## config.mk

```make
export PLATFORM = sky130hd
export DESIGN_NAME = hex_display
export DESIGN_NICKNAME = d
export VERILOG_FILES = /design/src/rtl/hex_display.sv
export SDC_FILE = /design/constraint.sdc
export NUM_CORES = 1
export LEC_CHECK = 0
export CAP_MARGIN = 10
export CELL_PAD_IN_SITES_DETAIL_PLACEMENT = 0
export CELL_PAD_IN_SITES_GLOBAL_PLACEMENT = 2
export CORE_MARGIN = 2
export CORE_UTILIZATION = 34
export DETAILED_ROUTE_END_ITERATION = 6
export PLACE_DENSITY = 0.88
export SLEW_MARGIN = 0
export SYNTH_ARGS = -nofsm -noshare
export SYNTH_HDL_FRONTEND = slang
export SYNTH_SLANG_ARGS = --single-unit
```

## constraint.sdc

```tcl
create_clock -name clk -period 4 [get_ports clk]
set_input_delay 0.4 -clock clk [delete_from_list [all_inputs] [get_ports clk]]
set_output_delay 0.4 -clock clk [all_outputs]
set_load 0.05 [all_outputs]
```

## src/rtl/hex_display.sv

```systemverilog
//==============================================================================
// hex_display : saturating 0-255 BCD score counter with seven-segment outputs
// Build option: HEX_DISPLAY_LEADING_ZERO_BLANK_EN blanks leading-zero digits
// Revision    : 1.0
//==============================================================================
`default_nettype none

module hex_seg (
   input  logic [3:0] value,
   output logic [6:0] seg
);
   always_comb begin
      seg = 7'h7F;
      case (value)
         4'h0: seg = 7'h40;
         4'h1: seg = 7'h79;
         4'h2: seg = 7'h24;
         4'h3: seg = 7'h30;
         4'h4: seg = 7'h19;
         4'h5: seg = 7'h12;
         4'h6: seg = 7'h02;
         4'h7: seg = 7'h78;
         4'h8: seg = 7'h00;
         4'h9: seg = 7'h10;
         4'hA: seg = 7'h08;
         4'hB: seg = 7'h03;
         4'hC: seg = 7'h46;
         4'hD: seg = 7'h21;
         4'hE: seg = 7'h06;
         4'hF: seg = 7'h0E;
         default: seg = 7'h7F;
      endcase
   end
endmodule

module hex_display (
   input  logic       clk,
   input  logic       rst,
   input  logic       inc,
   input  logic       clr,
   output logic [3:0] ones,
   output logic [3:0] tens,
   output logic [3:0] hundreds,
   output logic [7:0] count,
   output logic [6:0] hex0,
   output logic [6:0] hex1,
   output logic [6:0] hex2
);
   localparam logic [7:0] C_MAX = 8'd255;

   logic [3:0] r_ones;
   logic [3:0] r_tens;
   logic [3:0] r_hundreds;
   logic [7:0] r_count;
   logic [3:0] w_digit [3];
   logic [6:0] w_seg   [3];

   // BCD digits and binary count advance together so they never disagree
   always_ff @(posedge clk) begin
      if (!rst || clr) begin
         r_ones     <= 4'd0;
         r_tens     <= 4'd0;
         r_hundreds <= 4'd0;
         r_count    <= 8'd0;
      end else if (inc && (r_count != C_MAX)) begin
         r_count <= r_count + 8'd1;
         if (r_ones == 4'd9) begin
            r_ones <= 4'd0;
            if (r_tens == 4'd9) begin
               r_tens     <= 4'd0;
               r_hundreds <= r_hundreds + 4'd1;
            end else begin
               r_tens <= r_tens + 4'd1;
            end
         end else begin
            r_ones <= r_ones + 4'd1;
         end
      end
   end

   assign ones     = r_ones;
   assign tens     = r_tens;
   assign hundreds = r_hundreds;
   assign count    = r_count;

   assign w_digit[0] = r_ones;
   assign w_digit[1] = r_tens;
   assign w_digit[2] = r_hundreds;

   generate
      for (genvar i = 0; i < 3; i++) begin : g_dec
         hex_seg u_seg (
            .value (w_digit[i]),
            .seg   (w_seg[i])
         );
      end
   endgenerate

   assign hex0 = w_seg[0];
`ifdef HEX_DISPLAY_LEADING_ZERO_BLANK_EN
   assign hex2 = (r_hundreds == 4'd0) ? 7'h7F : w_seg[2];
   assign hex1 = ((r_hundreds == 4'd0) && (r_tens == 4'd0)) ? 7'h7F : w_seg[1];
`else
   assign hex2 = w_seg[2];
   assign hex1 = w_seg[1];
`endif

endmodule

`default_nettype wire

```

==> results.cfg, run 1 <==
[run_status]
status = finished, final reports clean

[grt]
first_global_vias = 1927
grt_usage_pct = 15.1
antenna_found_initial = 0
grt_max_degree = 15
overflow = 0
grt_pass1_wl_mm = 9.18

[critical_path]
critPathArrivalTime_ns = 3.11
crit_chain = ha_1 -> nand3b_4 -> a211oi_2 -> buf_4 -> and2_1 -> xnor2_1 -> nor2_1 -> inv_1 -> ha_1 -> a21oi_1 -> a211oi_1 -> o2bb2ai_1
r2r_cells = 12
rrSetupSlack_ns = 1.07
start_kind = register
worstPathMaxFanout = 11
cpMaxStageDelayCell = dfxtp_1
cp.required_ns = 4.18
cp_slowest_stage_delay_ns = 0.49
endpoint_kind = register
crit_type = register to register
cp_common_cell = ha_1

[clock_tree]
cts_post_setup_buffers_inserted = 0
cts_tree = done
cts.clk_slew.worst_paths_ns = 0.08
cts.repair.resized = 0
root_buffer = clkbuf_8
numCtsBuffers = 5
clkSinkCount = 41
clkLatencyLatePin_ns = 0.30
clockBufferDepth = 2
hold_buffers = 0
htreeDepth = 2

[synthesis]
ys_warn_count = 0
synth.area.top_cells = dfxtp_1, ha_1, mux2i_1
synth_cell_types = 58
synth.largest_area_cell = dfxtp_1
synth_fp_nets = 302
netlist_instances = 275
ys_seq_elements = 41
async_flop_share_pct = 0
ys.flop_type = dfxtp_1
postSynthAreaPerCell_um2 = 8.88
ys_seq_area_share_pct = 33.6
synth_edf_count = 0
syn_area_mm2 = 0.00244
netlist.area_leader.share_pct = 33.6

[floorplanning]
core_mm2 = 0.00687
rows = 30
dieArea_mm2 = 0.00787
chipWidth_um = 88.7
num_io_pins = 45
die_h_um = 88.7
start_util_pct = 35.5

[final_layout]
final_cell_mix = clkdlybuf4s50_1, dfxtp_1, nand2_1, nor2_1, ha_1
n_antenna_cell = 0
drive_above_1_share_pct = 8.44
layoutNonFillerInstCount = 416
final_common_cell = clkdlybuf4s50_1
syn_to_final_growth_pct = 26.0
postLayoutCoreUtil_pct = 44.8
fin_nets = 347

[pwr]
p_total_mw = 0.793
combPwrFrac_pct = 6.6
power_density_mw_per_mm2 = 258
switchingPower_mw = 0.183
peakVddDrop_v = 0.000174
p_seq_share_pct = 52.2
switching_share_pct = 23.0
clkPwrFrac_pct = 41.1
p_leak_nw = 1.14
cellInternalPower_mw = 0.611

[sta]
drv_slew = 0
clock_skew_ns = 0.00606
fmaxAchievable_mhz = 342
hold_viol = 0
report.final.setup_viol = 0
fin_crit_ns = 2.93
layout_worst_path_cycle_share_pct = 73.1
rsz0062_at_grt = no
worst-slew-pin-transition_ns = 0.698
tns_ns = 0
slew-limit-headroom_pct = 53.4

[drt]
routedWlPerCell_um = 13.4
viasPerCell = 4.97
drt_wl_total_mm = 5.59
antenna_left = 0
via_count = 2067
drt_pass1_iterations = 5
drt_iter0_drc = 43
drc = 0

[run]
drv_cap = 0

[placed_design]
hpwl_mm = 4.14
placedCellCount = 409
portBuffers = 44
globalplace.congestion = 0.867

[hold_path]
hold_class = register to register
holdPathStages = 2
## area by class of cell
cell class / count / area, um2
Inverter: 13 / 48.8
Tap cell: 96 / 120
Clock inverter: 2 / 35.0
Timing Repair Buffer: 46 / 455
Multi-Input combinational cell: 213 / 1530
Clock buffer: 5 / 68.8
Sequential cell: 41 / 821
Fill cell: 702 / 3790
## cells in the mapped netlist, types with 7 or more instances
library cell,n
inv_1,12
o21ai_0,11
nand2_1,27
nand3_1,11
ha_1,23
xor2_1,8
nor2_1,25
dfxtp_1,41
a21oi_1,14
xnor2_1,7
nor3_1,7
mux2i_1,11
## critical path, delay by kind of cell (launching register included)
| family | cells | cell delay, ns |
|---|---|---|
| AOI/OAI and AO/OA | 4 | 0.54 |
| xor gates and xnor gates | 1 | 0.14 |
| adders and majority gates | 2 | 0.60 |
| buffers and inverters | 2 | 0.34 |
| DFF | 1 | 0.49 |
| and+or+nand+nor | 3 | 0.68 |
## per-stage QoR
stage          cell area, um2  setup slack, ns  hold WS, ns
2_1_floorplan            2440             1.01        0.684
3_3_place_gp             2970            0.931        0.493
3_5_place_dp             2970            0.881        0.494
4_1_cts                  3080             1.10        0.508
5_1_grt                  3080            0.756        0.562
6_report                 3080             1.07        0.509
## flip-flops by register name (all words and copies together) (netlist names)
register and count:
tens 4, ones 4, g_dec.u_seg.seg 21, count 8, hundreds 4
## layer usage
metal	GRT usage, %	wire length (um)
met1	20.5	2790
met5	0	0
met2	23.8	2520
met3	3.08	203
met4	5.37	87
## power groups by stage
stage	Sequential (mW)	Clock, mW	Combinational [mW]
floorplan	0.436	0	0.0231
global placement	0.424	0	0.0533
detailed placement	0.424	0	0.0526
CTS	0.414	0.338	0.0530
global route	0.415	0.350	0.0576
finish	0.414	0.326	0.0527
## worst paths after layout
path | startpoint | end
setup reg to reg | ones[0] | g_dec[2].u_seg.seg[1]
hold / removal | count[1] | count[1]
hold reg to reg | count[1] | count[1]
setup / recovery | ones[0] | g_dec[2].u_seg.seg[1]
## cells by family after synthesis
group           Yosys count  synth area share (%)
flops                    41                  33.6
xor+xnor                 16                  6.05
simple gates             97                  20.8
mux                      12                  4.97
fa+ha+maj                23                  11.8
buf+inv                  21                  3.79
compound gates           65                  19.0
Power figures use the tool's default switching activity.
==> run 2: changes to the inputs <==
- CORE_UTILIZATION: 34 -> 31
- PLACE_DENSITY: 0.88 -> 0.82
- clock period: 4 -> 2.8 ns (I/O delays scaled with it)
==> results.cfg, run 2 (synthesis results as in run 1) <==
[pwr]
p_leak_nw = 1.24
power_density_mw_per_mm2 = 343
peakVddDrop_v = 0.000141
p_total_mw = 1.11

[grt]
first_global_vias = 2109
overflow = 0
grt_pass1_wl_mm = 10.1
grt_usage_pct = 14.5
antenna_found_initial = 0
grt_max_degree = 13

[drt]
drt_pass1_iterations = 4
via_count = 2130
antenna_left = 0
drc = 0
drt_iter0_drc = 58
drt_wl_total_mm = 5.86
viasPerCell = 4.84
routedWlPerCell_um = 13.3

[critical_path]
start_kind = register
cp.required_ns = 2.97
endpoint_kind = register
r2r_cells = 10
worstReg2RegStart = count[0]
worstPathMaxFanout = 6
rrSetupSlack_ns = 0.20
crit_type = register to register
r2r_end = g_dec[1].u_seg.seg[0]
critPathArrivalTime_ns = 2.77

[placed_design]
globalplace.congestion = 0.792
portBuffers = 44
hpwl_mm = 4.41
placed_area_mm2 = 0.00312
pre_cts_slack_ns = -0.0152

[final_layout]
largest_reg_flops = 21
final_common_cell = clkdlybuf4s50_1
final_cell_mix = clkdlybuf4s50_1, dfxtp_1, nand2_1, nor2_1, ha_1
postLayoutCoreUtil_pct = 42.2
drive_above_1_share_pct = 16.0
final_area_mm2 = 0.00324
fin_nets = 364
syn_to_final_growth_pct = 32.8
n_antenna_cell = 0

[run]
drv_cap = 0

[sta]
fmaxAchievable_mhz = 385
worst-slew-pin-transition_ns = 0.512
report.final.setup_viol = 0
fin_crit_ns = 2.60
layout_worst_path_cycle_share_pct = 92.7
slew-limit-headroom_pct = 65.7
setup_ws_ns = 0.204
rsz0062_at_grt = no
clock_skew_ns = 0.00837
hold_viol = 0
drv_slew = 0
tns_ns = 0

[floorplanning]
num_io_pins = 45
start_util_pct = 31.8
core_mm2 = 0.00769
die_h_um = 92.7
rows = 32
dieArea_mm2 = 0.00860
chipWidth_um = 92.7

[clock_tree]
cts_tree = done
clockBufferDepth = 2
clkSinkCount = 41
hold_buffers = 0
htreeDepth = 2
root_buffer = clkbuf_8
clkLatencyLatePin_ns = 0.30
numCtsBuffers = 5
cts.clk_slew.worst_paths_ns = 0.08

[hold_path]
hold_class = register to register
hold_start = count[1]
holdPathStages = 2
hold_path_end = count[1]

[run_status]
status = finished, final reports clean
==> run 2: changes by cell type in the layout (fill, tap and decap cells not counted), moves of 2 or more <==
cell and delta:
dfxtp_2 +5, clkbuf_8 +2, dfxtp_1 -6, buf_4 +17
==> run 2: worst max path at each step <==
stage / start / endpoint / slack, ns / cells past startpoint
2_1_floorplan: count[2] / g_dec[1].u_seg.seg[0] / 0.02 / 10
3_3_place_gp: inc / g_dec[1].u_seg.seg[0] / 0.06 / 10
3_5_place_dp: inc / g_dec[1].u_seg.seg[0] / -0.02 / 10
4_1_cts: count[0] / g_dec[1].u_seg.seg[0] / 0.02 / 10
5_1_grt: ones[0] / g_dec[2].u_seg.seg[1] / 0.02 / 11
6_report: count[0] / g_dec[1].u_seg.seg[0] / 0.20 / 10
==> run 2: per-stage QoR <==
stage / hold slack [ns] / std cells
floorplan: 0.564 / 275
global placement: 0.475 / 432
detailed placement: 0.476 / 432
CTS: 0.488 / 440
global route: 0.504 / 440
finish: 0.487 / 440
==> run 2: critical path, cell delays in order, from the launching register on <==
cell	delay (ns)
dfxtp_2	0.35
ha_2	0.22
and3_4	0.22
a211oi_4	0.34
mux2_4	0.23
and2_1	0.13
inv_1	0.07
ha_1	0.21
or4_1	0.53
o31ai_1	0.08
a21oi_1	0.11
==> run 2: routing by layer <==
layer  share of wire [%]  track usage [%]  vias up  wire [um]
li1                    -                -     1108          -
met1                  51             19.4      975       2980
met2                  45             23.7       42       2630
met3                 3.0             2.44        5        173
met4                 1.3             4.41        0         75
met5                   0                0        -          0
==> run 2: repair_timing <==
| action | 4_1_cts | 5_1_grt |
|---|---|---|
| endpoints found under the setup margin | 0 | 11 |
| setup buffers | 0 | 0 |
| resized for setup | 0 | 7 |
==> run 2: power by group <==
group / switching (mW) / total (mW) / internal [mW]
Clock: 0.212 / 0.435 / 0.223
Combinational: 0.0527 / 0.0841 / 0.0313
Sequential: 0.00428 / 0.592 / 0.587
Total: 0.269 / 1.11 / 0.842
==> run 2: layout make-up <==
| type | instances | area (um2) |
|---|---|---|
| inverters | 13 | 48.8 |
| clock buffers | 7 | 96.3 |
| flip-flops and latches | 41 | 831 |
| clock inverters | 1 | 5.00 |
| multi-input cells | 213 | 1550 |
| repair buffers | 63 | 583 |
| fillers | 789 | 4450 |
| well taps | 102 | 128 |
